$ cat src/rtl/fib_sched_pkg.sv
// +--------------------------------------------------------------------+
// | fib_sched_pkg : shared state encoding and width helpers for the    |
// |                 Fibonacci engine scheduler.                        |
// | Revision 1.0                                                       |
// +--------------------------------------------------------------------+
`default_nettype none

package fib_sched_pkg;

  typedef logic [1:0] sched_state_t;

  localparam logic [1:0] ST_IDLE  = 2'd0;
  localparam logic [1:0] ST_ISSUE = 2'd1;
  localparam logic [1:0] ST_WAIT  = 2'd2;
  localparam logic [1:0] ST_RESP  = 2'd3;

  function automatic int idx_width(input int n);
    return (n > 1) ? $clog2(n) : 1;
  endfunction

  function automatic int cnt_width(input int timeout);
    return (timeout > 0) ? $clog2(timeout + 1) : 1;
  endfunction

endpackage

`default_nettype wire

$ cat src/rtl/fib_engine_scheduler_rr_arbiter.sv
// +--------------------------------------------------------------------+
// | rr_arbiter : combinational round-robin pick, first request at or   |
// |              after the pointer, wrapping.                          |
// | Revision 1.0                                                       |
// +--------------------------------------------------------------------+
`default_nettype none

module rr_arbiter
  import fib_sched_pkg::*;
#(
  parameter int N = 4
) (
  input  logic [N-1:0]              i_req,
  input  logic [idx_width(N)-1:0]   i_ptr,
  output logic [N-1:0]              o_grant,
  output logic [idx_width(N)-1:0]   o_idx,
  output logic                      o_any
);

  localparam int IW = idx_width(N);

  logic [IW-1:0] w_pos [N];

  // w_pos[k] is the requester k places after the pointer, modulo N
  for (genvar k = 0; k < N; k++) begin : g_pos
    logic [IW:0] w_sum;
    assign w_sum    = {1'b0, i_ptr} + (IW+1)'(k);
    assign w_pos[k] = (w_sum >= (IW+1)'(N)) ? IW'(w_sum - (IW+1)'(N)) : w_sum[IW-1:0];
  end

  always_comb begin
    o_grant = '0;
    o_idx   = '0;
    o_any   = 1'b0;
    for (int k = 0; k < N; k++) begin
      if (!o_any && i_req[w_pos[k]]) begin
        o_any            = 1'b1;
        o_idx            = w_pos[k];
        o_grant[w_pos[k]] = 1'b1;
      end
    end
  end

endmodule

`default_nettype wire

$ cat src/rtl/fib_engine_scheduler.sv
// +--------------------------------------------------------------------+
// | fib_engine_scheduler : round-robin sharing of one fibonacci engine |
// |                        among NUM_REQ requesters, with timeout.     |
// | Revision 1.0                                                       |
// +--------------------------------------------------------------------+
`default_nettype none

module fib_engine_scheduler
  import fib_sched_pkg::*;
#(
  parameter int NUM_REQ = 4,
  parameter int WIDTH   = 8,
  parameter int TIMEOUT = 255
) (
  input  logic                       clk,
  input  logic                       rst,
  input  logic [NUM_REQ-1:0]         req_valid,
  output logic [NUM_REQ-1:0]         req_ready,
  input  logic [NUM_REQ*WIDTH-1:0]   req_n,
  output logic [NUM_REQ-1:0]         rsp_valid,
  input  logic [NUM_REQ-1:0]         rsp_ready,
  output logic [WIDTH-1:0]           rsp_fib,
  output logic                       rsp_err,
  output logic                       eng_start,
  output logic [WIDTH-1:0]           eng_n,
  input  logic                       eng_done,
  input  logic [WIDTH-1:0]           eng_fib,
  output logic                       busy
);

  localparam int IW = idx_width(NUM_REQ);
  localparam int CW = cnt_width(TIMEOUT);

  sched_state_t         r_state;
  logic [IW-1:0]        r_ptr;
  logic [IW-1:0]        r_g;
  logic [NUM_REQ-1:0]   r_gnt;
  logic [CW-1:0]        r_cnt;
  logic [NUM_REQ-1:0]   r_req_ready;
  logic [NUM_REQ-1:0]   r_rsp_valid;
  logic [WIDTH-1:0]     r_rsp_fib;
  logic                 r_rsp_err;
  logic                 r_eng_start;
  logic [WIDTH-1:0]     r_eng_n;
  logic                 r_busy;

  logic [NUM_REQ-1:0]   w_grant;
  logic [IW-1:0]        w_idx;
  logic                 w_any;
  logic [WIDTH-1:0]     w_sel_n;
  logic                 w_rsp_hs;
  logic [IW-1:0]        w_ptr_next;

  rr_arbiter #(.N(NUM_REQ)) u_arb (
    .i_req   (req_valid),
    .i_ptr   (r_ptr),
    .o_grant (w_grant),
    .o_idx   (w_idx),
    .o_any   (w_any)
  );

  assign w_sel_n    = req_n[w_idx*WIDTH +: WIDTH];
  // r_rsp_valid is one-hot on the granted lane, so other lanes' ready is masked
  assign w_rsp_hs   = |(rsp_ready & r_rsp_valid);
  assign w_ptr_next = (r_g == IW'(NUM_REQ - 1)) ? '0 : r_g + IW'(1);

  always_ff @(posedge clk or negedge rst) begin
    if (!rst) begin
      r_state     <= ST_IDLE;
      r_ptr       <= '0;
      r_g         <= '0;
      r_gnt       <= '0;
      r_cnt       <= '0;
      r_req_ready <= '0;
      r_rsp_valid <= '0;
      r_rsp_fib   <= '0;
      r_rsp_err   <= 1'b0;
      r_eng_start <= 1'b0;
      r_eng_n     <= '0;
      r_busy      <= 1'b0;
    end else begin
      r_req_ready <= '0;
      r_eng_start <= 1'b0;
      case (r_state)
        ST_IDLE: begin
          if (w_any) begin
            r_g         <= w_idx;
            r_gnt       <= w_grant;
            r_req_ready <= w_grant;
            r_eng_start <= 1'b1;
            r_eng_n     <= w_sel_n;
            r_busy      <= 1'b1;
            r_state     <= ST_ISSUE;
          end
        end
        ST_ISSUE: begin
          r_cnt   <= '0;
          r_state <= ST_WAIT;
        end
        ST_WAIT: begin
          r_cnt <= r_cnt + CW'(1);
          // done is checked first so it wins over a coincident timeout
          if (eng_done) begin
            r_rsp_fib   <= eng_fib;
            r_rsp_err   <= 1'b0;
            r_rsp_valid <= r_gnt;
            r_state     <= ST_RESP;
          end else if (r_cnt == CW'(TIMEOUT - 1)) begin
            r_rsp_fib   <= '0;
            r_rsp_err   <= 1'b1;
            r_rsp_valid <= r_gnt;
            r_state     <= ST_RESP;
          end
        end
        ST_RESP: begin
          if (w_rsp_hs) begin
            r_rsp_valid <= '0;
            r_ptr       <= w_ptr_next;
            r_busy      <= 1'b0;
            r_state     <= ST_IDLE;
          end
        end
        default: r_state <= ST_IDLE;
      endcase
    end
  end

  assign req_ready = r_req_ready;
  assign rsp_valid = r_rsp_valid;
  assign rsp_fib   = r_rsp_fib;
  assign rsp_err   = r_rsp_err;
  assign eng_start = r_eng_start;
  assign eng_n     = r_eng_n;
  assign busy      = r_busy;

endmodule

`default_nettype wire

$ cat config.mk
export PLATFORM = sky130hd
export DESIGN_NAME = fib_engine_scheduler
export DESIGN_NICKNAME = d
export VERILOG_FILES = /design/src/rtl/fib_sched_pkg.sv /design/src/rtl/fib_engine_scheduler_rr_arbiter.sv /design/src/rtl/fib_engine_scheduler.sv
export SDC_FILE = /design/constraint.sdc
export NUM_CORES = 1
export LEC_CHECK = 0
export ABC_AREA = 1
export BUFFER_PORTS_ARGS = -buffer_cell sky130_fd_sc_hd__buf_4
export CORE_MARGIN = 8
export CORE_UTILIZATION = 47
export CTS_CLUSTER_DIAMETER = 60
export DETAILED_ROUTE_END_ITERATION = 10
export PLACE_DENSITY = 0.8
export SYNTH_ARGS = -nofsm -noshare
export SYNTH_HDL_FRONTEND = slang
export SYNTH_SLANG_ARGS = --single-unit
$ cat constraint.sdc
create_clock -name clk -period 2.1 [get_ports clk]
set_input_delay 0.105 -clock clk [delete_from_list [all_inputs] [get_ports clk]]
set_output_delay 0.105 -clock clk [all_outputs]
set_load 0.03 [all_outputs]
After elaboration in Yosys (flattened, before gate mapping)
Index checks and enable logic that the tools add are counted.
{ "op_classes": {"eq_ne": 8, "n_reduce_logical": 22, "shifts": 1, "n_mux": 54, "magnitude_cmp": 12, "bitwise": 4, "n_addsub": 9} }
{ "ops": {"columns": ["op", "count"], "rows": [
  ["$mux 4", 9],
  ["$shiftx 32x6->8", 1],
  ["$mux 2", 13],
  ["$mux 1", 18],
  ["$mux 8", 2],
  ["$pmux 8 s2", 1],
  ["$lt 2x3->1 const B", 4],
  ["$or 4x4->4", 3],
  ["$ge 3x3->1 const B", 3],
  ["$reduce_and 3->1", 3],
  ["$add 8x1->8 const B", 1],
  ["$bmux 1 s2", 4],
  ["$demux 1 s2", 4],
  ["$eq 8x8->1 const B", 1],
  ["$ge 2x1->1 const B", 4],
  ["$pmux 2 s4", 1],
  ["$pmux 4 s2", 1],
  ["$reduce_bool 2->1", 4],
  ["$sub 2x1->2 const B", 4],
  ["$logic_and 1x1->1", 7],
  ["$add 2x2->3 const B", 2],
  ["$eq 2x2->1 const B", 3],
  ["$reduce_and 2->1", 3],
  ["$and 4x4->4", 1],
  ["other kinds (11)", 13]
]} }
{ "totals": {"out_inout_bits": 27, "input_bits": 51, "register_bits": 45, "elab_cells": 122} }

Longest topological paths before layout
Gate-level depths: netlist of run 1.
{ "depth": {"ltp_word": 16, "mapped_depth": 15, "ltp_nobuf": 14} }

By module
Synthesis of run 1 repeated with hierarchy kept, for this count alone.
{ "unflattened": {"cells_unflattened": 334, "area_unflattened_um2": 2661.3} }
{ "modules_own_cells": {"columns": ["mod", "cells_per_inst", "area_per_inst_um2", "n_inst"], "rows": [
  ["fib_engine_scheduler", 260, 2220.9, 1],
  ["rr_arbiter", 74, 440.4, 1]
]} }

Worst setup path before layout of run 1
Ideal clock, no wire load.
{ "synth_path": {"path_kind": "register to register", "from": "reg r_ptr[0]", "to": "reg r_eng_n[1] (netlist: eng_n[1])", "stages_incl_launch_ff": 13, "t_arrival_ns": 1.934, "synth_period_minus_slack_ns": 2.059, "required_time_ns": 1.976, "path_slack_ns": 0.041, "path_buffers": 1, "setup_ns": 0.124, "path_cell_list": "dfrtp_1 buf_6 inv_12 ha_1 inv_1 nand3_1 nand2_1 inv_1 nand3_4 nand3_4 or2_2 nand3_1 nand3_1"} }
{ "synth_via": {"elab_chain_cells": 15, "word_cells_on_any_way": 39, "classes_between": "7 x add/sub; 4 x order compare; 1 x shift; 20 x mux; 7 x reduce/logical"} }
{ "synth_lines": {"columns": ["element", "line_no", "rtl"], "rows": [
  ["start, declared", "fib_engine_scheduler.sv:35", "logic [IW-1:0] r_ptr;"],
  ["start signal, assigned", "fib_engine_scheduler.sv:118", "r_ptr <= w_ptr_next;"],
  ["parallel branches: the longest is 15 deep, another holds $add 2x1->3", null, null],
  ["end signal, assigned", "fib_engine_scheduler.sv:91", "r_eng_n <= w_sel_n;"],
  ["end, declared", "fib_engine_scheduler.sv:44", "logic [WIDTH-1:0] r_eng_n;"]
]} }
Several ways; the timed one is not identified. The select of a mux whose other input is x is not followed.
A chain may end at the register's enable or synchronous reset.

Final worst setup path of run 1
Ends and elaborated chain as after synthesis.

==> results of run 1 <==
[cells by family (layout without fill, tap and decap cells)]
| logic type | count (synthesis) | count (layout) | share of synthesized area |
|---|---|---|---|
| adders and majority gates | 12 | 12 | 0.0551 |
| and+or+nand+nor | 174 | 174 | 0.309 |
| AOI/OAI and AO/OA | 47 | 47 | 0.116 |
| buffers and inverters | 67 | 164 | 0.106 |
| DFF | 45 | 45 | 0.413 |
[final timing paths]
path | end | start | slack (ps)
max | eng_n[1] | r_ptr[0] | 90
min | rsp_fib[5] | eng_fib[5] | 30
max reg2reg | eng_n[1] | r_ptr[0] | 90
min reg2reg | r_gnt[2] | r_gnt[2] | 490
max in group asynchronous | r_ptr[0] | rst | 1360
min in group asynchronous | rsp_valid[2] | rst | 340
[per-layer routing]
| layer | vias up | wire length (um) | part of all wire | global-route usage |
|---|---|---|---|---|
| met5 | - | 0 | 0 | 0 |
| met3 | 6 | 403 | 0.057 | 0.0375 |
| li1 | 1313 | - | - | - |
| met1 | 1212 | 3060 | 0.43 | 0.205 |
| met2 | 93 | 3530 | 0.50 | 0.274 |
| met4 | 0 | 60 | 0.0085 | 0.0550 |
[cell usage after synthesis, drive strengths merged (2+ instances only)]
cell	count
a21boi	2
a21oi	6
a22o	10
a22oi	3
a31oi	3
buf	4
clkbuf	2
dfrtp	45
ha	12
inv	60
nand2	101
nand3	39
nand4	8
nor2	16
nor3	6
nor3b	2
o211ai	5
o21ai	13
o22ai	2
or2	2
[power by group through the flow]
stage / clock [mW] / sequential (mW) / combinational, mW
finish: 0.545 / 1.43 / 4.35
global route: 0.596 / 1.47 / 4.81
CTS: 0.561 / 1.43 / 4.09
detailed placement: 0 / 1.44 / 4.00
global placement: 0 / 1.43 / 3.88
floorplan: 0 / 1.87 / 2.43
[state kept, by name (all words and copies together), names as in the netlist, 4 cells and up]
register   count
eng_n          8
r_cnt          8
r_gnt          4
req_ready      4
rsp_fib        8
rsp_valid      4
[area by class of cell]
type                    count  area share
multi-input cells         233       0.374
flip-flops and latches     45       0.310
repair buffers             95       0.200
inverters                  61      0.0670
well taps                  72      0.0248
clock buffers               5      0.0189
clock inverters             3     0.00584
[what timing repair did]
| action | in CTS | in global routing |
|---|---|---|
| setup endpoints to repair | 5 | 12 |
| gates resized for setup | 1 | 14 |
| endpoints found under the hold margin | 45 | 0 |
| hold buffers | 1 | 0 |
| pin swaps | 1 | 4 |
| setup buffers | 2 | 2 |
==> results.json, run 1 <==
{
  "outcome": "complete, no violations",
  "yosysTopAreaCellShare": 0.413,
  "synth_area_leaders": "dfrtp_1 41%, nand2_1 13%, inv_1 7.8%",
  "rsz0062_at_grt": "false",
  "drt_first_iter_violations": 170,
  "total_power_mw": 6.33,
  "finClkSkew_ps": 6.09,
  "hpwl_um": 5430,
  "ys_warn_count": 0,
  "cp_top_family": "simple AND/OR/NAND/NOR gates",
  "synth-edff-count": 0,
  "dr.pass1.iters": 4,
  "seq_area_frac_synth": 0.413,
  "reg2regPathDepth": 11,
  "htreeDepth": 2,
  "cts_sinks": 45,
  "final_common_cell": "buf_4",
  "powerDensity_nw_per_um2": 1740,
  "cp_max_fo": 10,
  "design_area_um2": 3640,
  "worst_hold_path_type": "in2reg",
  "p_int_mw": 3.10,
  "rows": 27,
  "place_congestion": 0.918,
  "stdcell_count": 514,
  "seq_area_um2": 1130,
  "num_vias": 2624,
  "p_sw_mw": 3.23,
  "power_frac_comb": 0.687,
  "cp_common_cell": "nand3_1",
  "postLayoutSetupSlackWorst_ps": 85.8,
  "grt_start_max_net_pins": 46,
  "finalWorstPathRequiredPeriod_ps": 2010,
  "n_antenna_cell": 0,
  "antenna_found_initial": 0,
  "final_cell_mix": "92 x buf_4, 89 x nand2_1, 57 x inv_1, 44 x dfrtp_1, 34 x nand3_1",
  "clk_pin_slew_ps": 90,
  "start_util": 0.492,
  "p_clk_frac": 0.086,
  "maxSlewViolCount": 0,
  "max_cap_violations": 0,
  "critPathKind": "reg2reg",
  "multi_input_area_um2": 1360,
  "crit_chain": "inv_12 -> ha_4 -> inv_1 -> nand3_1 -> nand2_2 -> inv_1 -> nand3_4 -> nand3_4 -> or2_2 -> nand3_1 -> nand3_1",
  "tns_ps": 0,
  "synthToLayoutAreaGrowth_pct": 33.5,
  "pin_count": 78,
  "fin_crit_sh": 0.959,
  "dp.cells": 501,
  "utilization": 0.657,
  "hold_violations": 0,
  "hold_depth": 2,
  "insertion_delay_ps": 290,
  "ys_ff_latch": 45,
  "dieHeight_um": 92.2,
  "final.fill_count": 492,
  "cp.required_ps": 2280,
  "first_global_vias": 2624,
  "peakVddDrop_v": 0.000935,
  "path_depth": 11,
  "core_um2": 5540,
  "synthCells": 345,
  "setup_viol": 0,
  "root_buffer": "clkbuf_8",
  "clock.fmax_ghz": 0.496,
  "nNetsFinal": 504,
  "p_leak_nw": 2.00,
  "swShare": 0.510,
  "avgSynthCellArea_um2": 7.90,
  "holdWs_ps": 27.1,
  "remaining_drc_errors": 0,
  "ys.flop_type": "dfrtp_1",
  "portBuffers": 77,
  "grt_first_pass_wirelength_um": 11800,
  "end_kind": "register",
  "crit_path_start_kind": "register",
  "syn_nets": 408,
  "vias_per_cell": 5.11,
  "die_x_um": 92.2,
  "grtUsageTotal": 0.165,
  "ant_nets": 0,
  "avgRoutedWirePerCell_um": 13.7,
  "wirelength_um": 7050,
  "die_area_um2": 8490,
  "placed_area_um2": 3440,
  "cpPeakStageDelay_ps": 480,
  "cp_slowest_cell": "dfrtp_2",
  "p_seq_frac": 0.227,
  "path_buf_inv": 3,
  "critPathArrivalTime_ps": 2200,
  "async_reset_ff_frac": 1.00,
  "gr-total-overflow": 0,
  "dp_slack_ps": -63.2,
  "clockBufferDepth": 2,
  "synth_area_um2": 2730,
  "yosysTopAreaCell": "dfrtp_1",
  "slew_headroom": 0.636,
  "worstMarginPinSlew_ps": 546,
  "numCtsBuffers": 5,
  "synth_cell_types": 34,
  "cts_tree": "yes",
  "drive_gt1_frac": 0.299
}
Note: power is estimated with default switching activity, not from simulation.
==> run 2, diff against run 1 <==
--- a/config.mk
+++ b/config.mk
@@ -11,7 +11,7 @@
 export CORE_UTILIZATION = 47
 export CTS_CLUSTER_DIAMETER = 60
 export DETAILED_ROUTE_END_ITERATION = 10
-export PLACE_DENSITY = 0.8
+export PLACE_DENSITY_LB_ADDON = 0.15
 export SYNTH_ARGS = -nofsm -noshare
 export SYNTH_HDL_FRONTEND = slang
 export SYNTH_SLANG_ARGS = --single-unit
==> results.json, run 2 (synthesis results as in run 1) <==
{
  "final.fill_count": 497,
  "slew_headroom": 0.621,
  "wirelength_um": 7200,
  "cts_tree": "yes",
  "critPathArrivalTime_ps": 2200,
  "vias_per_cell": 5.07,
  "antenna_found_initial": 0,
  "cp_slowest_cell": "dfrtp_2",
  "cp.required_ps": 2290,
  "grt_first_pass_wirelength_um": 12200,
  "drt_first_iter_violations": 72,
  "maxSlewViolCount": 0,
  "hpwl_um": 5480,
  "min_to": "rsp_fib[2]",
  "p_sw_mw": 3.24,
  "htreeDepth": 2,
  "finalWorstPathRequiredPeriod_ps": 2010,
  "insertion_delay_ps": 290,
  "die_x_um": 92.2,
  "setup_viol": 0,
  "first_global_vias": 2705,
  "crit_path_start_kind": "register",
  "numCtsBuffers": 5,
  "p_clk_frac": 0.101,
  "n_antenna_cell": 0,
  "total_power_mw": 6.67,
  "utilization": 0.671,
  "num_vias": 2640,
  "dp.cells": 505,
  "start_util": 0.492,
  "fin_crit_sh": 0.956,
  "final_cell_mix": "96 x buf_4, 90 x nand2_1, 55 x inv_1, 44 x dfrtp_1, 34 x nand3_1",
  "end_kind": "register",
  "cp_common_cell": "nand2_1",
  "swShare": 0.486,
  "crit_chain": "inv_12 -> ha_4 -> inv_2 -> nand2_1 -> nand2_2 -> nor2_8 -> nand3_4 -> nand3_4 -> buf_4 -> nand2_1 -> nand3_1 -> nand2_1 -> nand2_1 -> nand2_1",
  "hold_depth": 2,
  "p_leak_nw": 2.05,
  "synthToLayoutAreaGrowth_pct": 36.4,
  "clockBufferDepth": 2,
  "grtUsageTotal": 0.170,
  "die_area_um2": 8490,
  "dieHeight_um": 92.2,
  "hold_violations": 0,
  "portBuffers": 77,
  "powerDensity_nw_per_um2": 1790,
  "worstMarginPinSlew_ps": 568,
  "nNetsFinal": 511,
  "place_congestion": 0.913,
  "cpPeakStageDelay_ps": 480,
  "worst_hold_path_type": "in2reg",
  "final_common_cell": "buf_4",
  "reg2reg_from": "r_ptr[0]",
  "ant_nets": 0,
  "clk_pin_slew_ps": 80,
  "hold_start": "eng_fib[2]",
  "cts_sinks": 45,
  "gr-total-overflow": 0,
  "dp_slack_ps": -25.0,
  "avgRoutedWirePerCell_um": 13.8,
  "pin_count": 78,
  "root_buffer": "clkbuf_8",
  "reg2reg_to": "eng_n[3]",
  "tns_ps": 0,
  "p_int_mw": 3.43,
  "critPathKind": "reg2reg",
  "drive_gt1_frac": 0.305,
  "finClkSkew_ps": 2.89,
  "cp_max_fo": 8,
  "postLayoutSetupSlackWorst_ps": 93.1,
  "reg2regPathDepth": 14,
  "core_um2": 5540,
  "peakVddDrop_v": 0.00110,
  "rows": 27,
  "outcome": "complete, no violations",
  "p_seq_frac": 0.216,
  "max_cap_violations": 0,
  "r2r_slack_ps": 90,
  "grt_start_max_net_pins": 46,
  "remaining_drc_errors": 0,
  "clock.fmax_ghz": 0.498,
  "power_frac_comb": 0.683,
  "stdcell_count": 521,
  "dr.pass1.iters": 4
}
## run 2: cell types whose count changed in the layout (fill, tap and decap cells not counted), sizes merged
cell and delta:
clkinvlp -1, clkinv -1, buf +6, nand3 +1, inv -1, bufinv +1, clkbuf +2
## run 2: cell type report
class / instances / area, um2 / area share
flip-flops and latches: 45 / 1130 / 0.303
clock inverters: 1 / 30.0 / 0.00808
repair buffers: 101 / 788 / 0.212
clock buffers: 7 / 86.3 / 0.0232
inverters: 61 / 241 / 0.0649
well taps: 72 / 90.1 / 0.0242
multi-input cells: 234 / 1360 / 0.364
## run 2: what timing repair did
item / CTS / global route
setup buffers: 0 / 6
gates cloned: 0 / 1
hold buffers: 1 / 0
pin swaps: 1 / 6
endpoints found under the hold margin: 45 / 0
endpoints found under the setup margin: 7 / 17
resized for setup: 1 / 13
## run 2: per-layer routing
metal | global-route usage | share of wire
met5 | 0 | 0
met3 | 0.0481 | 0.053
met2 | 0.278 | 0.48
met1 | 0.214 | 0.46
met4 | 0.0470 | 0.0081
## run 2: power by group through the flow
| stage | combinational (mW) | sequential, mW | clock, mW |
|---|---|---|---|
| final | 4.55 | 1.44 | 0.677 |
| after global routing | 5.00 | 1.48 | 0.734 |
| after CTS | 4.20 | 1.44 | 0.692 |
| after detailed placement | 4.17 | 1.44 | 0 |
| after global placement | 4.09 | 1.43 | 0 |
| after floorplan | 2.43 | 1.87 | 0 |
## run 2: worst max-delay path: cells and delay by family (launching register included)
family                   cells  cell delay (ps)
buffers and inverters        3              200
AND/OR/NAND/NOR             10              930
flip-flops                   1              480
adder cells (fa/ha/maj)      1              290
## run 2: per-stage QoR
step | hold WS [ps] | area, um2
after floorplan | -191 | 2730
after global placement | 143 | 3490
after detailed placement | 143 | 3490
after CTS | 25.3 | 3610
after global routing | 25.3 | 3720
final | 30.6 | 3720
## run 2: how the worst max path moves through the flow
stage / from / endpoint / slack [ps] / depth (start not counted)
5_1_grt: r_ptr[0] / eng_n[0] / -6 / 14
3_5_place_dp: r_ptr[0] / eng_n[1] / -30 / 11
4_1_cts: r_ptr[0] / eng_n[2] / 2 / 11
2_1_floorplan: r_ptr[0] / eng_n[1] / 40 / 12
3_3_place_gp: r_ptr[0] / eng_n[7] / 30 / 13
6_report: r_ptr[0] / eng_n[3] / 90 / 14
==> run 3, diff against run 2 <==
--- a/config.mk
+++ b/config.mk
@@ -11,7 +11,7 @@
 export CORE_UTILIZATION = 47
 export CTS_CLUSTER_DIAMETER = 60
 export DETAILED_ROUTE_END_ITERATION = 10
-export PLACE_DENSITY_LB_ADDON = 0.15
+export PLACE_DENSITY = 0.76
 export SYNTH_ARGS = -nofsm -noshare
 export SYNTH_HDL_FRONTEND = slang
 export SYNTH_SLANG_ARGS = --single-unit
==> results.json, run 3 (synthesis results as in run 1) <==
{
  "avgRoutedWirePerCell_um": 13.2,
  "final.fill_count": 503,
  "hold_violations": 0,
  "cp_max_fo": 6,
  "first_global_vias": 2584,
  "nNetsFinal": 506,
  "drive_gt1_frac": 0.306,
  "critPathArrivalTime_ps": 2160,
  "rows": 27,
  "finClkSkew_ps": 8.96,
  "tns_ps": 0,
  "seq_area_um2": 1130,
  "finalWorstPathRequiredPeriod_ps": 1970,
  "grt_start_max_net_pins": 46,
  "hpwl_um": 5350,
  "insertion_delay_ps": 300,
  "drt_first_iter_violations": 190,
  "placed_area_um2": 3470,
  "core_um2": 5540,
  "wirelength_um": 6830,
  "die_area_um2": 8490,
  "utilization": 0.663,
  "die_x_um": 92.2,
  "setup_viol": 0,
  "clk_pin_slew_ps": 80,
  "critPathKind": "reg2reg",
  "n_antenna_cell": 0,
  "pin_count": 78,
  "start_util": 0.492,
  "grt-busiest-layer": "met2",
  "groute.layer.met3.usage": 0.0416,
  "final_cell_mix": "93 x buf_4, 89 x nand2_1, 55 x inv_1, 44 x dfrtp_1, 33 x nand3_1",
  "worst_hold_path_type": "in2reg",
  "synthToLayoutAreaGrowth_pct": 34.8,
  "clock.fmax_ghz": 0.508,
  "antenna_found_initial": 0,
  "clockBufferDepth": 2,
  "num_vias": 2605,
  "cts_tree": "yes",
  "gr-total-overflow": 0,
  "cts_sinks": 45,
  "total_power_mw": 6.40,
  "end_kind": "register",
  "slew_headroom": 0.630,
  "worstMarginPinSlew_ps": 554,
  "met2_usage": 0.269,
  "grt_first_pass_wirelength_um": 11700,
  "outcome": "complete, no violations",
  "remaining_drc_errors": 0,
  "dr.pass1.iters": 4,
  "final_common_cell": "buf_4",
  "fin_crit_sh": 0.937,
  "peakVddDrop_v": 0.000943,
  "grtUsageMet1": 0.206,
  "grtUsageTotal": 0.163,
  "maxSlewViolCount": 0,
  "dieHeight_um": 92.2,
  "ant_nets": 0,
  "portBuffers": 77,
  "cp.required_ps": 2300,
  "max_cap_violations": 0,
  "crit_path_start_kind": "register",
  "vias_per_cell": 5.05,
  "place_congestion": 0.904,
  "powerDensity_nw_per_um2": 1740,
  "numCtsBuffers": 5,
  "multi_input_area_um2": 1370,
  "p_leak_nw": 2.02,
  "design_area_um2": 3670,
  "root_buffer": "clkbuf_8",
  "htreeDepth": 2
}
==> run 3: critical path: stages, from the launching register on <==
cell and delay (ps):
dfrtp_2 450, inv_12 40, ha_4 290, inv_2 50
nand3_1 90, nand2_1 110, a21oi_2 170, nand2_2 120
nand3_4 140, buf_4 150, nand2_1 50, nand3_1 60
nand2_1 60, nand2_1 50, nand2_1 50
==> run 3: stage by stage <==
stage / setup slack, ps / hold WS [ps] / std cells
after floorplan: 41.3 / -191 / 345
after global placement: 18.2 / 133 / 503
after detailed placement: -79.0 / 131 / 503
after CTS: 18.9 / 23.1 / 514
after global routing: -13.8 / 18.2 / 516
final: 133 / 27.7 / 516
==> run 3: routing by layer <==
metal,vias to the layer above,part of all wire
met5,-,0
met4,0,0.013
met3,9,0.056
met2,81,0.48
met1,1199,0.45
li1,1316,-
==> run 3: path summary, 6_finish.rpt <==
check                      startpoint    endpoint  slack, ps  depth (start not counted)
max reg2reg                  r_ptr[0]    eng_n[7]        130                         14
min in group asynchronous         rst    r_ptr[0]        350                          2
max in group asynchronous         rst    r_ptr[0]       1360                          2
max                          r_ptr[0]    eng_n[7]        130                         14
min                        eng_fib[7]  rsp_fib[7]         30                          2
min reg2reg                  r_gnt[1]    r_gnt[1]        490                          2
==> run 3: layout make-up <==
class	count	share of cell area
Timing Repair Buffer	96	0.202
Clock inverter	1	0.00136
Clock buffer	7	0.0262
Sequential cell	45	0.307
Tap cell	72	0.0245
Inverter	61	0.0657
Multi-Input combinational cell	234	0.373
==> run 3: timing repair <==
item | in CTS | in global routing
endpoints found under the hold margin | 45 | 0
pin swaps | 1 | 3
setup endpoints to repair | 5 | 14
hold buffers | 1 | 0
cloned | 0 | 1
resized for setup | 1 | 14
setup buffers | 2 | 1
==> run 3: where the power goes <==
group	total, mW	switching [mW]	internal (mW)
combinational	4.40	2.69	1.70
clock	0.579	0.282	0.297
sequential	1.43	0.211	1.22
